### src/rtl/wb_seq_ctrl.sv
// Weight/bias read sequencer and MAC strobe generator for the two-layer MNIST datapath.
// Optional abort input is enabled by defining WBSEQ_ABORT_EN.
//
// state      | meaning
// -----------+--------------------------------------------------------------
// S_IDLE     | waiting for start; all read/MAC strobes low
// S_L1_RD    | issuing [W1|b1] reads, ctr1 = 0..N_IN1
// S_L1_DRAIN | last layer-1 MAC (bias) in flight, no read issued
// S_L2_RD    | issuing [W2|b2] reads, ctr1 = 0..N_IN2
// S_L2_DRAIN | last layer-2 MAC (bias) in flight, run ends next edge
module wb_seq_ctrl #(
  parameter int N_IN1 = 784,
  parameter int N_IN2 = 32,
  parameter int AW    = 32
) (
  input  logic          clk,
  input  logic          resetn,
  input  logic          start,
`ifdef WBSEQ_ABORT_EN
  input  logic          abort,
`endif
  output logic [AW-1:0] ctr1,
  output logic          rd_en,
  output logic          rd_layer,
  output logic          mac_en,
  output logic          mac_layer,
  output logic          mac_first,
  output logic          mac_bias,
  output logic [AW-1:0] x_idx,
  output logic          l1_done,
  output logic          busy,
  output logic          done
);

  typedef enum logic [2:0] {
    S_IDLE,
    S_L1_RD,
    S_L1_DRAIN,
    S_L2_RD,
    S_L2_DRAIN
  } state_t;

  localparam logic [AW-1:0] LIM1 = AW'(N_IN1);
  localparam logic [AW-1:0] LIM2 = AW'(N_IN2);
  localparam logic [AW-1:0] ONE  = AW'(1);

  state_t state;
  logic   abort_req;

`ifdef WBSEQ_ABORT_EN
  assign abort_req = abort;
`else
  assign abort_req = 1'b0;
`endif

  always_ff @(posedge clk or negedge resetn) begin
    if (!resetn) begin
      state     <= S_IDLE;
      ctr1      <= '0;
      rd_en     <= 1'b0;
      rd_layer  <= 1'b0;
      mac_en    <= 1'b0;
      mac_layer <= 1'b0;
      mac_first <= 1'b0;
      mac_bias  <= 1'b0;
      x_idx     <= '0;
      l1_done   <= 1'b0;
      busy      <= 1'b0;
      done      <= 1'b0;
    end else begin
      // MAC stage trails the read stage by the memory's one-cycle read latency
      mac_en    <= rd_en;
      mac_layer <= rd_layer;
      x_idx     <= rd_en ? ctr1 : '0;
      mac_first <= rd_en && (ctr1 == '0);
      mac_bias  <= rd_en && (ctr1 == (rd_layer ? LIM2 : LIM1));
      l1_done   <= 1'b0;
      done      <= 1'b0;

      if (abort_req && (state != S_IDLE)) begin
        state     <= S_IDLE;
        ctr1      <= '0;
        rd_en     <= 1'b0;
        rd_layer  <= 1'b0;
        mac_en    <= 1'b0;
        mac_layer <= 1'b0;
        mac_first <= 1'b0;
        mac_bias  <= 1'b0;
        x_idx     <= '0;
        busy      <= 1'b0;
      end else begin
        case (state)
          S_IDLE: begin
            if (start) begin
              state    <= S_L1_RD;
              ctr1     <= '0;
              rd_en    <= 1'b1;
              rd_layer <= 1'b0;
              busy     <= 1'b1;
            end
          end
          S_L1_RD: begin
            if (ctr1 == LIM1) begin
              state <= S_L1_DRAIN;
              rd_en <= 1'b0;
              ctr1  <= '0;
            end else begin
              ctr1 <= ctr1 + ONE;
            end
          end
          S_L1_DRAIN: begin
            state    <= S_L2_RD;
            ctr1     <= '0;
            rd_en    <= 1'b1;
            rd_layer <= 1'b1;
            l1_done  <= 1'b1;
          end
          S_L2_RD: begin
            if (ctr1 == LIM2) begin
              state <= S_L2_DRAIN;
              rd_en <= 1'b0;
              ctr1  <= '0;
            end else begin
              ctr1 <= ctr1 + ONE;
            end
          end
          S_L2_DRAIN: begin
            state    <= S_IDLE;
            rd_layer <= 1'b0;
            busy     <= 1'b0;
            done     <= 1'b1;
          end
          default: begin
            state <= S_IDLE;
            rd_en <= 1'b0;
            busy  <= 1'b0;
          end
        endcase
      end
    end
  end

endmodule
### config.mk
export PLATFORM = sky130hd
export DESIGN_NAME = wb_seq_ctrl
export DESIGN_NICKNAME = d
export VERILOG_FILES = /design/src/rtl/wb_seq_ctrl.sv
export SDC_FILE = /design/constraint.sdc
export NUM_CORES = 1
export LEC_CHECK = 0
export ABC_AREA = 0
export CORE_MARGIN = 3
export CORE_UTILIZATION = 39
export CTS_CLUSTER_DIAMETER = 30
export DETAILED_ROUTE_END_ITERATION = 10
export HOLD_SLACK_MARGIN = 0.02
export PLACE_DENSITY = 0.72
export SYNTH_ARGS = -nofsm -noshare
export SYNTH_HDL_FRONTEND = slang
export SYNTH_SLANG_ARGS = --single-unit
### constraint.sdc
create_clock -name clk -period 1.97 [get_ports clk]
set_input_delay 0.197 -clock clk [delete_from_list [all_inputs] [get_ports clk]]
set_output_delay 0.197 -clock clk [all_outputs]
set_load 0.005 [all_outputs]
==> metrics.cfg, run 1 <==
[worst_setup_path]
arrival_ps=2280
crit_type=reg -> reg
required_ps=2200
crit_path_end_kind=flip-flop
cp_max_fo=4
start_kind=flip-flop

[synth]
async_reset_ff_frac=1.00
ys.flop_type=dfrtp_1
synthCells=340
yosysMostFrequentCell=dfrtp_1
ys.warnings.count=0
synth.area.top_cells=dfrtp_1 54%, and2_1 6.1%, nand2_1 3.0%, a31oi_1 2.9%, a21oi_1 2.7%
synth.top_cell.area_share=0.544
netlist.top_cell.by_area=dfrtp_1
synth_seq_area_share=0.544
synthDistinctLibCells=49
avgSynthCellArea_sq_um=10.3
yosys-top-cells-count=76 x dfrtp_1, 34 x and2_1, 28 x nand2_1
ys_seq_elements=76
synth-edff-count=0
syn_area_sq_um=3490
syn_nets=345

[floorplan]
die-area_sq_um=10100
num_rows=33
start_util=0.413
core-area_sq_um=8460
boundaryPins=76
fp.dieH_um=101
die_w_um=101

[clock_tree]
cts_tree=done
path_clk_slew_ps=80
clk_path_buf_depth=2
cts.sinks=76
insertion_delay_ps=360
numCtsBuffers=9
ctsRootBufferMaster=clkbuf_8
cts-htree-levels=3

[detailed_routing]
drt_iter0_drc=139
vias_per_cell=5.46
wl_um=9980
drc=0
vias=3212
routedWlPerCell_um=17.0
first_pass_iters=5
detail-route-antenna-nets=0

[cells_and_area]
largestRegisters=ctr1 (32), x_idx (32), state (3)
drive_gt1_frac=0.273
insertedDiodeCount=0
final_nets=483
fillers=675
area_delta_synth_final_pct=50.3

[power_and_ir_drop]
ir_drop_mv=0.370
power_density_nw_per_um2=599
total_power_w=0.00314
p_leak_nw=2.23

[placed_design]
dp_hpwl_um=6950
port_buffers=75
gp_congestion=0.863

[run]
max-cap-violations=0

[sta]
finalClockSkew_ps=8.50
drv_slew=0
relSlewSlack=0.671
setup_ws_ps=-79.4
min_period_ps=2050
rsz0062_at_grt=yes
fin_setup_tns_ps=-278
hold_viol_final=0
tightest_slew_ps=490
fmax_mhz=488
finalCritPeriodShare=1.04
setup_violations=9

[grt]
grt_max_degree=47
track_usage=0.199
first_global_vias=3109
antenna_found_initial=0
grt_pass1_wl_um=15800
grt-ovfl-total=0

[run_status]
violations=setup timing
run_status=finished, violations left

[worst_hold_path]
hp-class=in -> async

==> report_power, final <==
part	internal (W)	switching [W]
Clock	0.000713	0.000602
Sequential	0.00159	0.0000211
Combinational	0.000113	0.000108
Total	0.00241	0.000731
==> metrics by stage <==
step                      hold WS [ps]   util  worst slack (ps)  std cells  cell area [sq um]
after floorplan                  -98.6      -              4.30        340               3520
after CTS                          311  0.599             -57.0        584               5070
final                              311  0.620             -79.4        588               5250
after global placement             157  0.566             -48.7        567               4790
after global routing               361  0.620              -132        588               5250
after detailed placement           163  0.566             -97.0        567               4790
==> layout by cell type, fill, tap and decap left out, types with 13 or more instances in the layout <==
cell type        instances
nor2_1                  15
nor3_1                  13
clkdlybuf4s50_1         74
o21ai_0                 13
a21oi_1                 16
buf_4                   62
a31oi_1                 16
nand2_1                 26
and2_1                  34
dfrtp_1                 72
==> layer usage <==
layer  wire length [um]  up-vias  global-route usage
met2               4850      121               0.313
met3                699       10              0.0429
met5                  0        -                   0
li1                   -     1492                   -
met4                128        0              0.0674
met1               4300     1589               0.272
==> cell families after synthesis <==
kind of cell / Yosys count / share of synthesized area
AO/OA/AOI/OAI: 71 / 0.128
XOR/XNOR: 5 / 0.0125
adder cells (fa/ha/maj): 2 / 0.00716
buffers and inverters: 29 / 0.0444
flip-flops: 76 / 0.544
multiplexers: 3 / 0.00859
AND/OR/NAND/NOR: 154 / 0.255
==> what timing repair did <==
action,CTS,global route
cloned,0,2
endpoints found under the hold margin,30,0
setup endpoints to repair,22,31
resized for setup,15,37
pin swaps,6,4
hold buffers,1,0
setup buffers,0,2
==> worst paths after layout <==
check	endpoint	from	slack, ps	cells past startpoint
min in group clk	busy	busy	510	2
setup / recovery	ctr1[31]	ctr1[31]	-80	7
hold / removal	x_idx[8]	resetn	310	2
max in group asynchronous	ctr1[2]	resetn	1070	3
hold reg to reg	busy	busy	510	2
setup reg to reg	ctr1[31]	ctr1[31]	-80	7
==> critical path, stage by stage, from the launching register on <==
cell	delay, ps
dfrtp_1	390
nor4_2	320
buf_4	160
nand4_1	110
buf_4	180
o31ai_4	330
nor2_1	90
a221o_1	340
==> cell type report <==
cell class	count	area (sq um)	area share
Clock buffer	10	128	0.0243
Clock inverter	6	88.8	0.0169
Inverter	8	30.0	0.00572
Multi-Input combinational cell	235	1630	0.310
Sequential cell	76	1910	0.363
Tap cell	105	131	0.0250
Timing Repair Buffer	148	1340	0.254
Power figures use the tool's default switching activity.
==> inputs of run 2 (changes only) <==
- GPL_TIMING_DRIVEN: not set -> 0
==> metrics.cfg, run 2 (synthesis results as in run 1) <==
[run_status]
run_status=finished, violations left
violations=setup timing

[clock_tree]
numCtsBuffers=9
clk_path_buf_depth=2
ctsRootBufferMaster=clkbuf_8
insertion_delay_ps=360
cts.sinks=76
cts_tree=done
path_clk_slew_ps=80
cts-htree-levels=3

[floorplan]
die_w_um=101
num_rows=33
core-area_sq_um=8460
die-area_sq_um=10100
boundaryPins=76
start_util=0.413
fp.dieH_um=101

[worst_setup_path]
required_ps=2210
crit_type=reg -> reg
max_stage_delay_ps=450
path_cells=inv_2 -> ha_4 -> nor4b_4 -> nand4_1 -> buf_4 -> o31ai_4 -> buf_6 -> nor2_4 -> a221o_1
crit_path_end_kind=flip-flop
arrival_ps=2350
cp_max_fo=6
slowest_stage=dfrtp_2
start_kind=flip-flop

[grt]
antenna_found_initial=0
use_met2=0.313
first_global_vias=3095
grt_pass1_wl_um=15900
grt_max_degree=74
grt_use_met1=0.272
track_usage=0.202
grt-ovfl-total=0
met3_usage=0.0360
busiest_layer=met2

[cells_and_area]
final_cells=567
drive_gt1_frac=0.271
largestRegisters=ctr1 (32), x_idx (32), state (3)
insertedDiodeCount=0
finish.utilization=0.617
final_cell_mix=74 x clkdlybuf4s50_1, 62 x dfrtp_1, 34 x and2_1
final_nets=462
design_area_sq_um=5220
area_delta_synth_final_pct=49.3
final_common_cell=clkdlybuf4s50_1

[placed_design]
dp.cells=521
gp_congestion=0.830
port_buffers=75
place_area_sq_um=4430
dp_hpwl_um=6320

[sta]
hold_viol_final=0
tightest_slew_ps=592
fmax_mhz=473
finalClockSkew_ps=9.58
rsz0062_at_grt=yes
finalCritPeriodShare=1.07
setup_ws_ps=-145
holdWs_ps=180
drv_slew=0
relSlewSlack=0.606
setup_violations=30
min_period_ps=2120

[power_and_ir_drop]
swShare=0.221
p_int_w=0.00257
power_density_nw_per_um2=631
ir_drop_mv=0.376
p_sw_w=0.000727
combPwrFrac=0.062
seqPwrFrac=0.492
p_clk_frac=0.447
p_leak_nw=2.15

[detailed_routing]
routedWlPerCell_um=17.6
drt_iter0_drc=309
vias=3235
detail-route-antenna-nets=0
wl_um=10000
drc=0
vias_per_cell=5.71
first_pass_iters=6

[worst_hold_path]
hp-class=in -> async

[run]
max-cap-violations=0

run 2: timing repair:
| action | in CTS | in global routing |
|---|---|---|
| pin swaps | 5 | 14 |
| endpoints found under the hold margin | 76 | 0 |
| buffers inserted | 22 | 11 |
| gates cloned | 0 | 0 |
| setup endpoints to repair | 36 | 36 |
| hold buffers | 1 | 0 |
| resized for setup | 37 | 48 |
run 2: path summary, 6_finish.rpt:
path,startpoint,to,slack [ps],depth (start not counted)
max in group asynchronous,resetn,ctr1[16],1240,3
setup reg to reg,ctr1[1],ctr1[31],-150,9
hold / removal,resetn,x_idx[8],180,2
hold reg to reg,rd_layer,mac_layer,530,0
min in group clk,rd_layer,mac_layer,530,0
setup / recovery,ctr1[1],ctr1[31],-150,9
run 2: per-layer routing:
metal  wire length, um  share of wire
met1              4290           0.43
met2              4700           0.47
met3               723          0.072
met4               289          0.029
met5                 0              0
run 2: power by group through the flow:
stage | combinational, W | sequential (W) | clock [W]
floorplan | 0.0000576 | 0.00164 | 0
global placement | 0.000163 | 0.00165 | 0
detailed placement | 0.000174 | 0.00165 | 0
CTS | 0.000200 | 0.00162 | 0.00151
global route | 0.000224 | 0.00162 | 0.00156
finish | 0.000203 | 0.00162 | 0.00147
run 2: layout make-up:
| class | instances | area [sq um] |
|---|---|---|
| clock buffer | 10 | 138 |
| tap | 105 | 131 |
| buffer | 17 | 150 |
| sequential | 76 | 1920 |
| clock inverter | 6 | 111 |
| multi-input combinational | 235 | 1670 |
| fill | 682 | 3250 |
| inverter | 8 | 30.0 |
| timing repair buffer | 110 | 1070 |
run 2: worst max-delay path, delay by kind of cell (launching register included):
kind            cells  cell delay [ps]
buf+inv             3              480
flops               1              450
compound gates      2              580
simple gates        3              360
fa+ha+maj           1              120
run 2: stage by stage:
step / worst slack, ps / setup TNS, ps / total power (W)
2_1_floorplan: 4.30 / 0 / 0.00170
3_3_place_gp: -2150 / -153570 / 0.00181
3_5_place_dp: -416 / -10770 / 0.00182
4_1_cts: -28.4 / -49.8 / 0.00333
5_1_grt: -238 / -5400 / 0.00341
6_report: -145 / -2330 / 0.00329
